**config.mk**
```make
export PLATFORM = sky130hd
export DESIGN_NAME = rca_nibble_seq_ctrl
export DESIGN_NICKNAME = d
export VERILOG_FILES = /design/src/rtl/rca_nibble_seq_ctrl.sv
export SDC_FILE = /design/constraint.sdc
export NUM_CORES = 1
export LEC_CHECK = 0
export CAP_MARGIN = 20
export CORE_MARGIN = 2
export CORE_UTILIZATION = 62
export DETAILED_ROUTE_END_ITERATION = 8
export DONT_BUFFER_PORTS = 1
export GPL_TIMING_DRIVEN = 0
export PLACE_DENSITY = 0.81
export SETUP_SLACK_MARGIN = 0.05
export SKIP_LAST_GASP = 1
export SLEW_MARGIN = 40
export SYNTH_ARGS = -nofsm -noshare
export SYNTH_HDL_FRONTEND = slang
export SYNTH_SLANG_ARGS = --single-unit
```
**constraint.sdc**
```tcl
create_clock -name clk -period 4.66 [get_ports clk]
set_input_delay 0.466 -clock clk [delete_from_list [all_inputs] [get_ports clk]]
set_output_delay 0.466 -clock clk [all_outputs]
set_load 0.02 [all_outputs]
```
**src/rtl/rca_nibble_seq_ctrl.sv**
```systemverilog
// Wide adder that time-shares one 4-bit ripple-carry adder, one nibble per clock, LSB first.
// The inter-nibble carry is registered; busy/done decode directly from the state register.

module rca (
   input  logic [3:0] a,
   input  logic [3:0] b,
   input  logic       ci,
   output logic [3:0] s,
   output logic       co
);

   logic [4:0] c;

   assign c[0] = ci;

   for (genvar i = 0; i < 4; i++) begin : g_fa
      assign s[i]   = a[i] ^ b[i] ^ c[i];
      assign c[i+1] = (a[i] & b[i]) | (c[i] & (a[i] ^ b[i]));
   end

   assign co = c[4];

endmodule

module rca_nibble_seq_ctrl #(
   parameter int unsigned NIBBLES = 4
) (
   input  logic                 clk,
   input  logic                 reset_n,
   input  logic                 start,
   input  logic [4*NIBBLES-1:0] a,
   input  logic [4*NIBBLES-1:0] b,
   input  logic                 cin,
   output logic                 busy,
   output logic                 done,
   output logic [4*NIBBLES-1:0] s,
   output logic                 co
);

   localparam int unsigned W    = 4 * NIBBLES;
   localparam int unsigned IdxW = (NIBBLES > 1) ? $clog2(NIBBLES) : 1;
   localparam logic [IdxW-1:0] LastIdx = IdxW'(NIBBLES - 1);

   // Encoding chosen so busy and done are each a single state flop.
   typedef enum logic [1:0] {
      StIdle = 2'b00,
      StRun  = 2'b01,
      StDone = 2'b10
   } state_e;

   state_e          state_q, state_d;
   logic [IdxW-1:0] idx_q, idx_d;
   logic            carry_q, carry_d;
   logic [W-1:0]    a_q, a_d;
   logic [W-1:0]    b_q, b_d;
   logic [W-1:0]    s_q, s_d;
   logic            co_q, co_d;

   logic [3:0]      nib_a;
   logic [3:0]      nib_b;
   logic [3:0]      nib_s;
   logic            nib_co;

   always_comb begin
      nib_a = '0;
      nib_b = '0;
      for (int unsigned i = 0; i < NIBBLES; i++) begin
         if (idx_q == IdxW'(i)) begin
            nib_a = a_q[4*i +: 4];
            nib_b = b_q[4*i +: 4];
         end
      end
   end

   rca u_rca (
      .a  (nib_a),
      .b  (nib_b),
      .ci (carry_q),
      .s  (nib_s),
      .co (nib_co)
   );

   always_comb begin
      state_d = state_q;
      idx_d   = idx_q;
      carry_d = carry_q;
      a_d     = a_q;
      b_d     = b_q;
      s_d     = s_q;
      co_d    = co_q;

      unique case (state_q)
         StIdle: begin
            if (start) begin
               a_d     = a;
               b_d     = b;
               carry_d = cin;
               s_d     = '0;
               co_d    = 1'b0;
               idx_d   = '0;
               state_d = StRun;
            end
         end
         StRun: begin
            for (int unsigned i = 0; i < NIBBLES; i++) begin
               if (idx_q == IdxW'(i)) begin
                  s_d[4*i +: 4] = nib_s;
               end
            end
            carry_d = nib_co;
            if (idx_q == LastIdx) begin
               co_d    = nib_co;
               idx_d   = '0;
               state_d = StDone;
            end else begin
               idx_d = idx_q + 1'b1;
            end
         end
         StDone: begin
            state_d = StIdle;
         end
         default: begin
            state_d = StIdle;
         end
      endcase
   end

   always_ff @(posedge clk or negedge reset_n) begin
      if (!reset_n) begin
         state_q <= StIdle;
         idx_q   <= '0;
         carry_q <= 1'b0;
         a_q     <= '0;
         b_q     <= '0;
         s_q     <= '0;
         co_q    <= 1'b0;
      end else begin
         state_q <= state_d;
         idx_q   <= idx_d;
         carry_q <= carry_d;
         a_q     <= a_d;
         b_q     <= b_d;
         s_q     <= s_d;
         co_q    <= co_d;
      end
   end

   assign busy = state_q[0];
   assign done = state_q[1];
   assign s    = s_q;
   assign co   = co_q;

endmodule

```
==> implementation parameters <==
Parameter                              Value

Yosys
  #FFs+latches synth ... 54
  Primary flip-flop cell chosen by synthesis mapping ... dfrtp_1
  Avg Synthesized Cell Area ... 11.6 um2
  Async set or reset register ratio after synthesis ... 1.00
  Proportion of synthesized chip area in sequential cells ... 0.518
  Number of enable-type register cells in the synthesized netlist ... 0
  Number of standard cells after synthesis ... 224
  Count of yosys warnings during synthesis ... 0
  Post-Syn Nets ... 268
  Count of cell types in the netlist ... 25
  Cell area after technology mapping ... 2610 um2

Setup path
  Type of destination of the critical path ... flop
  Startpoint type of the worst setup path ... flop
  Setup Crit Path Kind ... flop to flop
  Required time worst endpoint ... 4.85 ns
  Cell depth of the worst flop-to-flop path ... 15
  Largest fanout on the critical path ... 10
  Arrival time of the worst setup path ... 4.16 ns
  Flop-to-flop setup slack ... 0.69 ns

Detailed routing
  Final routed wirelength across all metal layers ... 5450 um
  Count of antenna-violating nets left after detailed routing ... 0
  Drt initial violations ... 101
  Count of unresolved DRC violations after routing ... 0
  Number of vias in the routed layout ... 1728
  Average via count per standard cell ... 6.11
  Detailed-routing iteration count for the pre-antenna-repair pass ... 4
  Routed length per instance ... 19.2 um

Timing
  Final period demand of the worst path ... 3.97 ns
  Setup tns final ... 0 ns
  Unrepaired setup endpoints after global routing ... no
  Final setup vio count ... 0
  Worst hold slack across all endpoints ... 0.00450 ns
  Post-route clock period utilization ... 0.851
  Number of hold violations in the final report ... 0
  Max-slew violation total from the final report ... 0
  Transition time at the pin with the least slew margin ... 0.464 ns
  Maximum clock rate ... 252 MHz
  Post-Route Skew ... 0.00681 ns
  Worst slew margin relative to its limit ... 0.690

CTS
  Root Buffer Master ... clkbuf_8
  Number of hold buffers added after cts ... 1
  Number of cells upsized or downsized after cts ... 0
  Maximum buffer depth of the clock tree ... 2
  Number of H-tree levels ... 2
  Number of clock buffers inserted by TritonCTS ... 5
  Clk slew on worst S/H paths ... 0.09 ns
  Clock Sinks ... 54
  TritonCTS clock tree ... yes
  Later-pin clock latency in the skew report ... 0.31 ns
  Buffers inserted by post-CTS timing repair ... 0

Finish
  Area growth syn-to-layout ... 6.96%
  Finished Layout Cells ... 283
  Layout cells sized above 1 ... 0.232
  Number of diodes added for antenna fixing ... 0
  Most frequent cells in the layout ... dfrtp_1, mux2_2, a22o_1, nand2_1, o21ai_0
  Nets@finish ... 276
  Most common cell after layout, fill and taps aside ... dfrtp_1
  Post-route design area ... 2790 um2
  Number of filler instances in the final layout ... 319

Job
  Max-capacitance violation count ... 0

Global routing
  Total routing resource utilization after global routing ... 0.252
  Pin count of the biggest net entering global routing ... 55
  Vias in the first global route ... 1729
  Gr ovfl total ... 0
  Global-route wire length before repair ... 8420 um
  Initial antenna violation count ... 0

Pwr
  Worst ir drop on vdd ... 354 uV
  Power Dens Cells ... 882 nW/um2
  Leakage power total ... 1.28 nW

Floorplanning
  Top Ports ... 55
  Core region area ... 4030 um2
  Number of placement rows ... 23
  Die area ... 4740 um2
  Chip Width ... 68.9 um
  Vertical extent of the die ... 68.9 um
  Effective utilization at floorplan ... 0.647

Placement
  Instance area after placement ... 2670 um2
  # port buffers ... 0
  DP Cell Count ... 274
  RD Place Congestion ... 0.864
  Placed wire-length estimate ... 3820 um

Status
  Status ... complete, no violations

Worst hold path
  Worst hold path type ... input port to async pin
[state kept, by name (all words and copies together), names as in the netlist]
| register | count |
|---|---|
| a_q | 16 |
| state_q | 2 |
| carry_q | 1 |
| idx_q | 2 |
| s | 16 |
| b_q | 16 |
| co | 1 |
[cells in the mapped netlist, types with 3 or more instances]
cell type	instances	area share
inv_1	15	0.022
nand2_1	17	0.024
mux2_2	33	0.14
a21oi_1	16	0.031
a22oi_1	5	0.014
o2bb2ai_1	4	0.013
o21ai_0	17	0.033
buf_2	8	0.015
fa_1	4	0.031
buf_4	3	0.0086
nor2_1	5	0.0072
ha_1	4	0.019
dfrtp_1	54	0.52
clkbuf_1	3	0.0043
a22o_1	23	0.077
nor2b_1	4	0.0096
[routing by layer]
layer  part of all wire  wire length, um  vias up  track usage
li1                   -                -      806            -
met1               0.41             2220      853        0.314
met2               0.50             2720       65        0.403
met3              0.083              453        4       0.0893
met4             0.0094               51        0       0.0980
met5                  0                0        -            0
[cells by family (layout without fill, tap and decap cells)]
kind of cell | Yosys count | after routing | synth area share
buffers and inverters | 30 | 39 | 0.0513
DFF | 54 | 54 | 0.518
AOI/OAI and AO/OA | 67 | 67 | 0.176
muxes | 35 | 35 | 0.151
and+or+nand+nor | 30 | 30 | 0.0542
adders and majority gates | 8 | 8 | 0.0499
[final timing paths]
check / startpoint / endpoint
worst min register to register: b_q[4]$_DFFE_PN0P_ / b_q[4]$_DFFE_PN0P_
min in group clk: b[8] / b_q[8]$_DFFE_PN0P_
worst max register to register: idx_q[0]$_DFFE_PN0P_ / s[11]$_DFFE_PN0P_
max in group asynchronous: reset_n / a_q[2]$_DFFE_PN0P_
worst max-delay path: idx_q[0]$_DFFE_PN0P_ / s[11]$_DFFE_PN0P_
worst min-delay path: reset_n / s[14]$_DFFE_PN0P_
[through the flow]
stage	power [mW]	util	worst slack, ns
global route	2.64	0.692	0.472
global placement	2.11	0.663	0.854
CTS	2.46	0.692	0.732
floorplan	1.87	-	1.23
detailed placement	2.17	0.663	0.760
finish	2.46	0.692	0.693
[critical path: stages, from the launching register on]
cell	delay, ns
dfrtp_1	0.45
inv_1	0.12
ha_1	0.19
buf_2	0.25
clkbuf_1	0.40
a21oi_1	0.07
o21ai_0	0.11
a22oi_1	0.13
fa_1	0.42
fa_1	0.36
inv_1	0.07
fa_1	0.18
fa_1	0.45
nor2b_1	0.19
mux2_2	0.28
a22o_1	0.19
[cell type report]
class | instances | area (um2) | share of cell area
Sequential cell | 54 | 1350 | 0.485
Buffer | 15 | 77.6 | 0.0278
Multi-Input combinational cell | 140 | 1120 | 0.402
Clock buffer | 7 | 86.3 | 0.0310
Timing Repair Buffer | 1 | 27.5 | 0.00987
Clock inverter | 1 | 5.00 | 0.00179
Inverter | 15 | 56.3 | 0.0202
Tap cell | 50 | 62.6 | 0.0224
[where the power goes]
group          switching (mW)  leakage [nW]  total (mW)  internal, mW
combinational           0.664         0.562        1.29         0.626
sequential              0.210         0.665       0.901         0.691
clock                   0.149        0.0482       0.269         0.120
Power figures use the tool's default switching activity.
